===== config.mk =====
export PLATFORM = sky130hd
export DESIGN_NAME = fetch_unit
export DESIGN_NICKNAME = d
export VERILOG_FILES = /design/src/rtl/cpu_pkg.sv /design/src/rtl/ifid_reg.sv /design/src/rtl/fetch_unit.sv
export SDC_FILE = /design/constraint.sdc
export NUM_CORES = 1
export LEC_CHECK = 0
export CAP_MARGIN = 25
export CORE_MARGIN = 2
export CORE_UTILIZATION = 40
export CTS_BUF_LIST = sky130_fd_sc_hd__clkbuf_4
export DETAILED_ROUTE_END_ITERATION = 10
export GPL_ROUTABILITY_DRIVEN = 0
export GPL_TIMING_DRIVEN = 1
export HOLD_SLACK_MARGIN = 0.02
export PLACE_DENSITY = 0.87
export SETUP_SLACK_MARGIN = 0.05
export SYNTH_ARGS = -nofsm -noshare
export SYNTH_HDL_FRONTEND = slang
export SYNTH_SLANG_ARGS = --single-unit

===== constraint.sdc =====
create_clock -name clk -period 1.6 [get_ports clk]
set_input_delay 0.32 -clock clk [delete_from_list [all_inputs] [get_ports clk]]
set_output_delay 0.32 -clock clk [all_outputs]
set_load 0.05 [all_outputs]

===== src/rtl/cpu_pkg.sv =====
// Shared CPU definitions: fetch FSM states, NOP encoding and opcode field layout.
package cpu_pkg;

  typedef enum logic [1:0] {
    StFetch,
    StHold,
    StDrop,
    StHalt
  } fetch_state_e;

  localparam logic [15:0] NOP_INSTR = 16'h0000;

  localparam int unsigned OPCODE_MSB = 15;
  localparam int unsigned OPCODE_LSB = 12;

  function automatic logic [3:0] opcode_of(input logic [15:0] instr);
    return instr[OPCODE_MSB:OPCODE_LSB];
  endfunction

endpackage


===== src/rtl/ifid_reg.sv =====
// IF/ID pipeline register: clear beats load, otherwise contents hold.
module ifid_reg
  import cpu_pkg::*;
(
  input  logic        clk,
  input  logic        rst_n,
  input  logic        load_i,
  input  logic        clear_i,
  input  logic [15:0] instr_i,
  input  logic [15:0] pc_i,
  output logic [15:0] instr_o,
  output logic [15:0] pc_o,
  output logic        valid_o
);

  logic [15:0] instr_q;
  logic [15:0] pc_q;
  logic        valid_q;

  always_ff @(posedge clk or negedge rst_n) begin
    if (!rst_n) begin
      instr_q <= NOP_INSTR;
      pc_q    <= 16'h0000;
      valid_q <= 1'b0;
    end else if (clear_i) begin
      // The PC field is left as-is; only the live bit and the word matter downstream.
      instr_q <= NOP_INSTR;
      valid_q <= 1'b0;
    end else if (load_i) begin
      instr_q <= instr_i;
      pc_q    <= pc_i;
      valid_q <= 1'b1;
    end
  end

  assign instr_o = instr_q;
  assign pc_o    = pc_q;
  assign valid_o = valid_q;

endmodule


===== src/rtl/fetch_unit.sv =====
// Instruction-fetch stage: PC, imem handshake FSM and IF/ID register.
// Optional perf counters enabled with `define FETCH_PERF_CNT_EN.
module fetch_unit
  import cpu_pkg::*;
#(
  parameter logic [15:0] RESET_PC    = 16'h0000,
  parameter logic [3:0]  HALT_OPCODE = 4'hF
) (
  input  logic        clk,
  input  logic        rst_n,
  input  logic [15:0] next_pc,
  input  logic        pc_load,
  input  logic        stall,
  output logic [15:0] pc_curr,
  output logic        imem_req,
  output logic [15:0] imem_addr,
  input  logic [15:0] imem_rdata,
  input  logic        imem_valid,
  output logic [15:0] ifid_instr,
  output logic [15:0] ifid_pc,
  output logic        ifid_valid,
  output logic        halted,
  output logic [15:0] perf_stall_cnt,
  output logic [15:0] perf_flush_cnt
);

  fetch_state_e state_q, state_d;
  logic [15:0]  pc_q, pc_d;
  logic [15:0]  hold_instr_q, hold_pc_q;
  logic         hold_we;
  logic         halted_q;
  logic         ifid_load, ifid_clear;
  logic [15:0]  ifid_in_instr, ifid_in_pc;

  always_comb begin
    state_d       = state_q;
    pc_d          = pc_q;
    hold_we       = 1'b0;
    ifid_load     = 1'b0;
    ifid_clear    = 1'b0;
    ifid_in_instr = imem_rdata;
    ifid_in_pc    = pc_q;

    if (pc_load) begin
      // Redirect wins over everything, including stall and same-cycle data.
      pc_d       = next_pc;
      ifid_clear = 1'b1;
      unique case (state_q)
        StFetch: state_d = imem_valid ? StFetch : StDrop;
        StDrop:  state_d = imem_valid ? StFetch : StDrop;
        default: state_d = StFetch;
      endcase
    end else begin
      unique case (state_q)
        StFetch: begin
          if (imem_valid) begin
            if (stall) begin
              hold_we = 1'b1;
              state_d = StHold;
            end else begin
              ifid_load = 1'b1;
              if (opcode_of(imem_rdata) == HALT_OPCODE) state_d = StHalt;
              else                                      pc_d    = next_pc;
            end
          end else if (!stall) begin
            ifid_clear = 1'b1;
          end
        end
        StHold: begin
          if (!stall) begin
            ifid_load     = 1'b1;
            ifid_in_instr = hold_instr_q;
            ifid_in_pc    = hold_pc_q;
            if (opcode_of(hold_instr_q) == HALT_OPCODE) begin
              state_d = StHalt;
            end else begin
              pc_d    = next_pc;
              state_d = StFetch;
            end
          end
        end
        StDrop: begin
          if (imem_valid) state_d = StFetch;
          if (!stall)     ifid_clear = 1'b1;
        end
        StHalt: begin
          if (!stall) ifid_clear = 1'b1;
        end
        default: state_d = StFetch;
      endcase
    end
  end

  always_ff @(posedge clk or negedge rst_n) begin
    if (!rst_n) begin
      state_q      <= StFetch;
      pc_q         <= RESET_PC;
      hold_instr_q <= NOP_INSTR;
      hold_pc_q    <= 16'h0000;
      halted_q     <= 1'b0;
    end else begin
      state_q  <= state_d;
      pc_q     <= pc_d;
      halted_q <= (state_d == StHalt);
      if (hold_we) begin
        hold_instr_q <= imem_rdata;
        hold_pc_q    <= pc_q;
      end
    end
  end

  // Gated by rst_n so no request is visible while reset is held.
  assign imem_req  = rst_n && (state_q == StFetch);
  assign imem_addr = pc_q;
  assign pc_curr   = pc_q;
  assign halted    = halted_q;

  ifid_reg u_ifid_reg (
    .clk     (clk),
    .rst_n   (rst_n),
    .load_i  (ifid_load),
    .clear_i (ifid_clear),
    .instr_i (ifid_in_instr),
    .pc_i    (ifid_in_pc),
    .instr_o (ifid_instr),
    .pc_o    (ifid_pc),
    .valid_o (ifid_valid)
  );

`ifdef FETCH_PERF_CNT_EN
  logic [15:0] stall_cnt_q, flush_cnt_q;

  always_ff @(posedge clk or negedge rst_n) begin
    if (!rst_n) begin
      stall_cnt_q <= 16'h0000;
      flush_cnt_q <= 16'h0000;
    end else begin
      if (stall && ifid_valid && (stall_cnt_q != 16'hFFFF)) stall_cnt_q <= stall_cnt_q + 16'd1;
      if (pc_load && (flush_cnt_q != 16'hFFFF))             flush_cnt_q <= flush_cnt_q + 16'd1;
    end
  end

  assign perf_stall_cnt = stall_cnt_q;
  assign perf_flush_cnt = flush_cnt_q;
`else
  assign perf_stall_cnt = 16'h0000;
  assign perf_flush_cnt = 16'h0000;
`endif

endmodule

==> metrics.csv, run 1 <==
stage;metric;value;unit
run_status;status;completed;
synth;largest family of logic cells by synthesized area;multiplexers;
placement;Post-DP HPWL;5940;microns
floorplan;IO Pins;136;
setup_path;Critical Path End Type;register;
timing;worst hold slack;497;ps
synth;yosys warns;0;
timing;fin crit share;99.9;%
synth;most common cell in the synthesized netlist;dfrtp_1;
clock_tree;clk buf depth;2;
setup_path;startpoint type of the worst setup path;primary input;
synth;Synth Area in XOR/XNOR;0;%
synth;leading area contributor after synthesis;dfrtp_1;
synth;Post-Syn Instances;323;
synth;post-synthesis sequential area ratio;52.9;%
min_path;HP Start;u_ifid_reg.pc_o[1]$_DFFE_PN0P_;
routing;total number of vias;2775;
layout;Nets;469;
synth;Commonest cells post-synth;dfrtp_1 (84), buf_4 (50), nand2_1 (36);
synth;Post-Synth Adder-Cell Area;0;%
synth;area share of and/or/nand/nor cells after synthesis;6.08;%
timing;Final Worst Setup Slack;2.06;ps
min_path;Worst Hold Class;register to register;
synth;Main synth FF type;dfrtp_1;
timing;Slew Limit Fails;0;
placement;Placement Cell Area;0.00530;sq mm
global_routing;largest net degree at the start of global routing;85;
pwr;Peak VDD IR;617;uV
timing;Final min period;1600;ps
layout;Area growth, synth to finish;43.4;%
global_routing;GR Util All Layers;16.4;%
clock_tree;H-tree depth;3;
layout;post-route cell area;0.00570;sq mm
timing;unrepaired setup endpoints after global routing;true;
pwr;pwr dens;1220;mW/mm^2
synth;Post-synth EDFFs;0;
synth;register bit total from synthesis;84;
floorplan;die area;0.0107;sq mm
routing;DRC violation count after routing;0;
floorplan;core area;0.00973;sq mm
timing;Fin. Hold Viols;0;
synth;ys async rst share;100;%
global_routing;first-pass GRT wire length;14300;microns
clock_tree;CTS tree;yes;
placement;buffers added on ports;103;
clock_tree;Worst-Skew Late Latency;410;ps
timing;Setup violations, final;0;
timing;Fin Setup TNS;0;ps
floorplan;Initial Utilization;40.8;%
floorplan;chip height;104;microns
synth;Cell variety after synth;34;
routing;Vias/cell;4.88;
flow_run;MaxCap Viol Count;0;
setup_path;Req. time, crit path;1900;ps
pwr;total design power;6.93;mW
global_routing;initial antenna violation count;0;
clock_tree;CTS Sinks;84;
setup_path;crit path from;imem_valid;
clock_tree;CTS buffer count;9;
timing;Clock Skews;12.4;ps
global_routing;vias in the first global route;2840;
floorplan;row count;36;
synth;Post-Synthesis Cell Area;0.00397;sq mm
routing;Antenna Violating Nets Remaining;0;
synth;Synth Area in Compound Gates;8.63;%
placement;post-placement setup slack;-357;ps
pwr;Leak;2.73;nW
global_routing;grt ovf;0;
layout;final core utilization;58.6;%
timing;highest clock rate;626;MHz
setup_path;crit path DAT;1900;ps
placement;Placed Cells;546;
synth;post-synth top area share;52.9;%
floorplan;Die Wd;104;microns
setup_path;crit path max fanout;12;
layout;Non-Filler Instances;569;
setup_path;worst reg2reg startpoint;state_q[1]$_DFF_PN0_;
routing;Pre-antenna DRT Iters;4;
routing;Post-Route WL;9480;microns
layout;# diodes;0;
routing;1st-iter DRT viols;106;
layout;share of layout cells above drive strength 1;42.0;%
setup_path;CP Class;primary input to register;
synth;mux share of post-synthesis cell area;20.2;%
routing;Routed WL per cell;16.7;microns
clock_tree;clk slew on worst S/H paths;120;ps
synth;syn avg cell area;12.3;sq um
synth;Synth area leaders;dfrtp_1 (53%), mux2_4 (11%), buf_4 (9.4%), mux2i_1 (3.8%), nand2_1 (3.4%);
clock_tree;Root Buffer;clkbuf_4;
[worst max-delay path, stage by stage]
cell and delay (ps):
clkdlybuf4s50_1 630, nor2_1 100, or4_4 500, clkbuf_16 220, nand2_1 70, o21ai_1 60
[registers in the layout, summed over array words and instances, names as in the netlist]
register	cells
u_ifid_reg.valid_o	1
halted	1
state_q	2
imem_addr	16
u_ifid_reg.pc_o	16
hold_instr_q	16
u_ifid_reg.instr_o	16
hold_pc_q	16
[path summary, 6_finish.rpt]
kind,to,slack (ps),cells after the start
setup / recovery,u_ifid_reg.pc_o[7]$_DFFE_PN0P_,2,6
hold / removal,u_ifid_reg.pc_o[1]$_DFFE_PN0P_,500,2
setup reg to reg,u_ifid_reg.pc_o[7]$_DFFE_PN0P_,20,5
hold reg to reg,u_ifid_reg.pc_o[1]$_DFFE_PN0P_,500,2
max in group asynchronous,imem_addr[9]$_DFFE_PN0P_,700,3
min in group asynchronous,u_ifid_reg.instr_o[10]$_DFFE_PN0P_,520,3
[what timing repair did]
action,in CTS,in global routing
endpoints found under the setup margin,3,67
buffers inserted,2,1
resized for setup,20,43
hold buffers,1,0
cloned,0,4
hold endpoints to repair,84,0
pin swaps,2,2
[cell families after synthesis]
group / count (synthesis)
buffers and inverters: 66
multiplexers: 63
AO/OA/AOI/OAI: 58
flip-flops: 84
other: 1
AND/OR/NAND/NOR: 51
[placed cells by master (no fill, tap or decap), types with 4 or more instances in the layout]
| master | instances |
|---|---|
| buf_4 | 49 |
| mux2_4 | 46 |
| nand2_1 | 34 |
| mux2i_1 | 15 |
| conb_1 | 32 |
| o21ai_1 | 22 |
| dfrtp_1 | 82 |
| o21ai_2 | 8 |
| o21ai_0 | 4 |
| buf_12 | 40 |
| o22ai_1 | 16 |
| clkbuf_4 | 9 |
| clkdlybuf4s50_1 | 35 |
[power breakdown]
part,internal (mW),switching [mW],total (mW)
Combinational,1.29,1.55,2.84
Clock,0.456,0.686,1.14
Sequential,2.57,0.386,2.95
[area by class of cell]
class | count | area (sq um)
clock inverters | 6 | 56.3
multi-input cells | 204 | 1650
flip-flops and latches | 84 | 2100
repair buffers | 131 | 1640
inverters | 2 | 7.51
well taps | 133 | 166
fillers | 774 | 4030
clock buffers | 9 | 67.6
[metal layers]
metal | GRT usage, % | vias up | part of all wire [%]
met5 | 0 | - | 0
met4 | 5.50 | 0 | 1.4
met3 | 4.41 | 12 | 7.0
met2 | 27.1 | 130 | 48
met1 | 20.8 | 1379 | 43
li1 | - | 1254 | -
No activity file was read; power rests on OpenSTA's default activity.
==> run 2: changes to the inputs <==
--- a/config.mk
+++ b/config.mk
@@ -7,13 +7,13 @@
 export LEC_CHECK = 0
 export CAP_MARGIN = 25
 export CORE_MARGIN = 2
-export CORE_UTILIZATION = 40
+export CORE_UTILIZATION = 42
 export CTS_BUF_LIST = sky130_fd_sc_hd__clkbuf_4
 export DETAILED_ROUTE_END_ITERATION = 10
 export GPL_ROUTABILITY_DRIVEN = 0
 export GPL_TIMING_DRIVEN = 1
-export HOLD_SLACK_MARGIN = 0.02
-export PLACE_DENSITY = 0.87
+export HOLD_SLACK_MARGIN = 0.05
+export PLACE_DENSITY = 0.9
 export SETUP_SLACK_MARGIN = 0.05
 export SYNTH_ARGS = -nofsm -noshare
 export SYNTH_HDL_FRONTEND = slang
==> run 2 against run 1 <==
Compared with the run above:
- largest cell class unchanged
- clock-buffer cell count up 2
- critical path type is now register to output pin
- via count up 0.79%
- core utilization up 3.3 points
- the run now ends with negative setup slack left
- highest routed layer unchanged
==> metrics.csv, run 2 (synthesis gave the netlist of run 1 again) <==
stage;metric;value;unit;change
run_status;status;finished, violations left;;
run_status;violations in the final reports;negative setup slack;;
clock_tree;Root Buffer;clkbuf_4;;
min_path;Worst Hold Class;primary input to register;;
floorplan;IO Pins;136;;unchanged
clock_tree;clk slew on worst S/H paths;140;ps;+20 ps
floorplan;Die Wd;101;microns;-2.3%
global_routing;largest net degree at the start of global routing;85;;unchanged
layout;Area growth, synth to finish;43.2;%;
timing;Slew Limit Fails;0;;unchanged
routing;Vias/cell;5.10;;+4.7%
floorplan;row count;35;;-2.8%
layout;most frequent cells in the layout;dfrtp_1 (84), buf_4 (47), buf_12 (42);;
global_routing;grt ovf;0;;unchanged
timing;Fin Setup TNS;-104;ps;-104 ps
timing;Setup violations, final;8;;+8
timing;unrepaired setup endpoints after global routing;true;;
routing;1st-iter DRT viols;74;;-30%
layout;share of layout cells above drive strength 1;38.9;%;-3.1 points
setup_path;CP Class;register to output pin;;
clock_tree;H-tree depth;3;;unchanged
layout;Nets;469;;unchanged
routing;Routed WL per cell;17.6;microns;+5.9%
timing;highest clock rate;616;MHz;-1.5%
setup_path;Req. time, crit path;1280;ps;-620 ps
routing;Post-Route WL;9670;microns;+2.0%
layout;area of the multi-input gates;0.00160;sq mm;-3.2%
setup_path;Critical Path End Type;output pin;;
timing;Clock Skews;18.5;ps;+6.20 ps
routing;Pre-antenna DRT Iters;4;;unchanged
layout;fillers;708;;-8.5%
clock_tree;Worst-Skew Late Latency;420;ps;about the same
routing;Antenna Violating Nets Remaining;0;;unchanged
clock_tree;CTS Sinks;84;;unchanged
global_routing;vias in the first global route;2815;;-0.88%
setup_path;crit path DAT;1300;ps;-600 ps
floorplan;Initial Utilization;43.2;%;+2.4 points
floorplan;core area;0.00920;sq mm;-5.5%
timing;fin crit share;101;%;+1.5 points
floorplan;die area;0.0103;sq mm;-4.6%
global_routing;initial antenna violation count;0;;unchanged
placement;post-placement setup slack;-366;ps;-9.19 ps
timing;Final min period;1620;ps;+24.3 ps
flow_run;MaxCap Viol Count;0;;unchanged
placement;Placed Cells;524;;-4.0%
placement;Post-DP HPWL;5980;microns;+0.70%
routing;DRC violation count after routing;0;;unchanged
routing;total number of vias;2797;;+0.79%
global_routing;first-pass GRT wire length;14300;microns;+0.15%
placement;buffers added on ports;103;;unchanged
setup_path;startpoint type of the worst setup path;register;;
setup_path;crit path max fanout;2;;-10
layout;Reg area;0.00210;sq mm;-0.12%
pwr;Peak VDD IR;597;uV;-3.2%
clock_tree;clk buf depth;2;;unchanged
global_routing;GR Util All Layers;17.8;%;+1.5 points
pwr;pwr dens;1280;mW/mm^2;+5.4%
timing;Fin. Hold Viols;0;;unchanged
layout;commonest non-fill, non-tap cell in the layout;dfrtp_1;;
clock_tree;CTS tree;yes;;
pwr;Leak;2.69;nW;-1.2%
layout;# diodes;0;;unchanged
layout;Non-Filler Instances;548;;-3.7%
pwr;total design power;7.29;mW;+5.2%
timing;Final Worst Setup Slack;-22.2;ps;-24.3 ps
setup_path;r2r worst-path depth;5;;unchanged
clock_tree;CTS buffer count;9;;unchanged
floorplan;chip height;101;microns;-2.3%
min_path;Min-Delay Path Depth;2;;unchanged
## run 2: worst paths after layout
kind                                                         from                           endpoint  slack (ps)
worst max-delay path                         state_q[1]$_DFF_PN0_                           imem_req         -20
worst min-delay path                                  next_pc[12]          imem_addr[12]$_DFFE_PN0P_         480
worst max register to register               state_q[1]$_DFF_PN0_     u_ifid_reg.pc_o[5]$_DFFE_PN0P_         -20
worst min register to register  u_ifid_reg.instr_o[1]$_DFFE_PN0P_  u_ifid_reg.instr_o[1]$_DFFE_PN0P_         500
max in group asynchronous                                   rst_n     u_ifid_reg.pc_o[8]$_DFFE_PN0P_         730
min in group asynchronous                                   rst_n  u_ifid_reg.instr_o[2]$_DFFE_PN0P_         530
## run 2: worst max-delay path, stage by stage, from the launching register on
cell,delay [ps]
dfrtp_1,430
nor2_4,150
and2_4,170
buf_8,140
## run 2: report_power, final
part,switching (mW),internal (mW)
Clock,0.716,0.823
Sequential,0.375,2.56
Combinational,1.55,1.27
## run 2: layout make-up
| cell class | instances | area share (%) |
|---|---|---|
| sequential | 84 | 36.9 |
| timing repair buffer | 131 | 29.1 |
| clock buffer | 11 | 1.45 |
| inverter | 2 | 0.132 |
| multi-input combinational | 204 | 28.2 |
| tap | 111 | 2.44 |
| clock inverter | 5 | 1.76 |
## run 2: metrics by stage
step	util, %	hold WS (ps)	area [sq um]
after floorplan	-	24.4	4090
after global placement	57.6	388	5290
after detailed placement	57.6	404	5290
after CTS	60.3	459	5540
after global routing	61.9	461	5690
final	61.9	485	5690
## run 2: repair_timing
action                                  CTS  global route
hold buffers                              1             0
endpoints found under the setup margin    1            51
resized for setup                        13            26
hold endpoints to repair                 84             0
buffers inserted                          2             0
pin swaps                                 2             2
cloned                                    0             5
## run 2: per-layer routing
layer	routed length [microns]	part of all wire, %	up-vias	global-route usage (%)
met5	0	0	-	0
met4	128	1.3	0	5.30
met3	660	6.8	11	3.86
met2	4810	50	138	29.9
met1	4070	42	1389	23.4
li1	-	-	1259	-
==> run 3: changes to the inputs <==
--- a/config.mk
+++ b/config.mk
@@ -7,13 +7,13 @@
 export LEC_CHECK = 0
 export CAP_MARGIN = 25
 export CORE_MARGIN = 2
-export CORE_UTILIZATION = 42
+export CORE_UTILIZATION = 35
 export CTS_BUF_LIST = sky130_fd_sc_hd__clkbuf_4
 export DETAILED_ROUTE_END_ITERATION = 10
 export GPL_ROUTABILITY_DRIVEN = 0
 export GPL_TIMING_DRIVEN = 1
 export HOLD_SLACK_MARGIN = 0.05
-export PLACE_DENSITY = 0.9
+export PLACE_DENSITY = 0.79
 export SETUP_SLACK_MARGIN = 0.05
 export SYNTH_ARGS = -nofsm -noshare
 export SYNTH_HDL_FRONTEND = slang
==> constraint.sdc (replaced) <==
create_clock -name clk -period 1.6 [get_ports clk]
set_input_delay 0.32 -clock clk [delete_from_list [all_inputs] [get_ports clk]]
set_output_delay 0.32 -clock clk [all_outputs]
set_load 0.02 [all_outputs]
==> run 3 against run 2 <==
Compared with the run above:
- the flow still finishes with violations (negative setup slack)
- clock-buffer cell count shrank 2
- sequential power fell by 3%
- highest routed layer unchanged
- non-clock buffer count decreased by 4
- first-iteration DRC count grew 78%
- largest power group unchanged
- worst setup slack improved by 20 ps
==> metrics.csv, run 3 (synthesis gave the netlist of run 1 again) <==
stage;metric;value;unit;change
run_status;status;finished, violations left;;
run_status;violations in the final reports;negative setup slack;;
layout;fillers;996;;+41%
flow_run;MaxCap Viol Count;0;;unchanged
layout;final core utilization;47.0;%;-15 points
floorplan;IO Pins;136;;unchanged
routing;Vias/cell;4.76;;-6.8%
layout;post-route cell area;0.00514;sq mm;-9.6%
global_routing;grt ovf;0;;unchanged
pwr;Int Pwr;4.06;mW;-13%
setup_path;r2r worst-path depth;6;;+1
setup_path;crit path from;state_q[0]$_DFF_PN0_;;
pwr;total design power;5.88;mW;-19%
pwr;Clock Power Share;22.0;%;+0.9 points
floorplan;Initial Utilization;36.3;%;-6.9 points
timing;Final Worst Setup Slack;-2.34;ps;+19.9 ps
pwr;Peak VDD IR;472;uV;-21%
clock_tree;CTS Sinks;84;;unchanged
pwr;Seq pwr share;48.7;%;+8.4 points
min_path;Min-Delay Path Depth;2;;unchanged
setup_path;CP peak stage delay;400;ps;-30 ps
timing;worst hold slack;481;ps;-3.47 ps
timing;unrepaired setup endpoints after global routing;true;;
routing;total number of vias;2726;;-2.5%
min_path;Worst Hold Class;register to register;;
routing;Routed WL per cell;15.0;microns;-15%
floorplan;die area;0.0122;sq mm;+19%
layout;share of layout cells above drive strength 1;27.3;%;-12 points
setup_path;crit path max fanout;2;;unchanged
pwr;NetSw;1.82;mW;-31%
clock_tree;Root Buffer;clkbuf_4;;
floorplan;chip height;111;microns;+9.2%
clock_tree;Worst-Skew Late Latency;410;ps;about the same
global_routing;first-pass GRT wire length;14300;microns;about the same
clock_tree;H-tree depth;3;;unchanged
placement;Placement Cell Area;0.00505;sq mm;-4.7%
routing;Antenna Violating Nets Remaining;0;;unchanged
global_routing;initial antenna violation count;0;;unchanged
setup_path;startpoint type of the worst setup path;register;;
setup_path;Critical-path top delay cell;dfrtp_1;;
pwr;Leak;2.51;nW;-7.0%
placement;Post-DP HPWL;5980;microns;-0.11%
timing;Final min period;1600;ps;-19.9 ps
timing;fin crit share;100;%;-1.2 points
global_routing;vias in the first global route;2934;;+4.2%
layout;commonest non-fill, non-tap cell in the layout;dfrtp_1;;
pwr;sw frac;31.0;%;-5.1 points
clock_tree;clk buf depth;2;;unchanged
floorplan;core area;0.0109;sq mm;+19%
routing;1st-iter DRT viols;132;;+78%
layout;area of the multi-input gates;0.00152;sq mm;-5.4%
setup_path;worst reg2reg startpoint;state_q[0]$_DFF_PN0_;;
layout;Area growth, synth to finish;29.5;%;
clock_tree;clk slew on worst S/H paths;120;ps;-20 ps
timing;Clock Skews;10.9;ps;-7.66 ps
setup_path;crit path DAT;1280;ps;-20 ps
pwr;pwr dens;1140;mW/mm^2;-11%
timing;Setup violations, final;2;;-6
layout;Reg area;0.00210;sq mm;+0.12%
clock_tree;CTS buffer count;9;;unchanged
pwr;combinational power share;29.3;%;-9.3 points
floorplan;Die Wd;111;microns;+9.2%
clock_tree;CTS tree;yes;;
global_routing;GR Util All Layers;14.4;%;-3.4 points
layout;most frequent cells in the layout;dfrtp_1 (82), nand2_1 (35), clkdlybuf4s50_1 (35);;
timing;Slew Limit Fails;0;;unchanged
min_path;HP Start;u_ifid_reg.valid_o$_DFFE_PN0P_;;
layout;# diodes;0;;unchanged
timing;highest clock rate;624;MHz;+1.2%
timing;Fin. Hold Viols;0;;unchanged
layout;Nets;465;;-0.85%
placement;buffers added on ports;103;;unchanged
routing;Pre-antenna DRT Iters;7;;+3
global_routing;largest net degree at the start of global routing;85;;unchanged
setup_path;CP Class;register to output pin;;
setup_path;Req. time, crit path;1280;ps;about the same
routing;Post-Route WL;8610;microns;-11%
setup_path;Critical Path End Type;output pin;;
routing;DRC violation count after routing;0;;unchanged
setup_path;Cell Chain, Critical Path;nor2_1 -> buf_4 -> and2_4 -> buf_6;;
floorplan;row count;38;;+8.6%
==> run 3: power by group through the flow <==
stage               Combinational [mW]  Clock (mW)  Sequential, mW
CTS                               1.76        1.35            2.86
global placement                  1.83           0            2.87
finish                            1.72        1.30            2.86
floorplan                        0.981           0            3.06
detailed placement                1.87           0            2.90
global route                      1.86        1.44            2.93
==> run 3: area by class of cell <==
class / instances / share of cell area (%)
Timing Repair Buffer: 127 / 23.2
Clock inverter: 7 / 1.58
Inverter: 2 / 0.146
Multi-Input combinational cell: 204 / 29.5
Tap cell: 140 / 3.40
Sequential cell: 84 / 40.9
Clock buffer: 9 / 1.31
==> run 3: worst paths after layout <==
check / endpoint / slack (ps)
max: imem_req / -2
min: u_ifid_reg.valid_o$_DFFE_PN0P_ / 480
max reg2reg: imem_addr[2]$_DFFE_PN0P_ / -2
min reg2reg: u_ifid_reg.valid_o$_DFFE_PN0P_ / 480
max in group asynchronous: imem_addr[14]$_DFFE_PN0P_ / 490
min in group asynchronous: u_ifid_reg.instr_o[7]$_DFFE_PN0P_ / 500
==> run 3: timing repair <==
item                                    4_1_cts  5_1_grt
buffers inserted                              0        1
gates resized for setup                     114       37
pin swaps                                     1        3
cloned                                        1        0
hold buffers                                  0        1
endpoints found under the setup margin       85       75
hold endpoints to repair                      0       35
==> run 3: critical path: cells and delay by family, from the launching register on <==
kind          cells  cell delay [ps]
simple gates      2              250
flops             1              400
buf+inv           2              230
==> run 3: through the flow <==
step / setup TNS, ps / std cells / setup slack, ps
after floorplan: 0 / 354 / 68.3
after global placement: -20740 / 553 / -336
after detailed placement: -23680 / 553 / -356
after CTS: -702 / 570 / -73.1
after global routing: -1030 / 573 / -103
final: -2.71 / 573 / -2.34
==> run 3: metal layers <==
metal	GRT usage, %	vias up	share of wire [%]
li1	-	1251	-
met1	17.7	1335	43
met2	23.6	130	48
met3	4.23	10	7.8
met4	6.42	0	1.2
met5	0	-	0
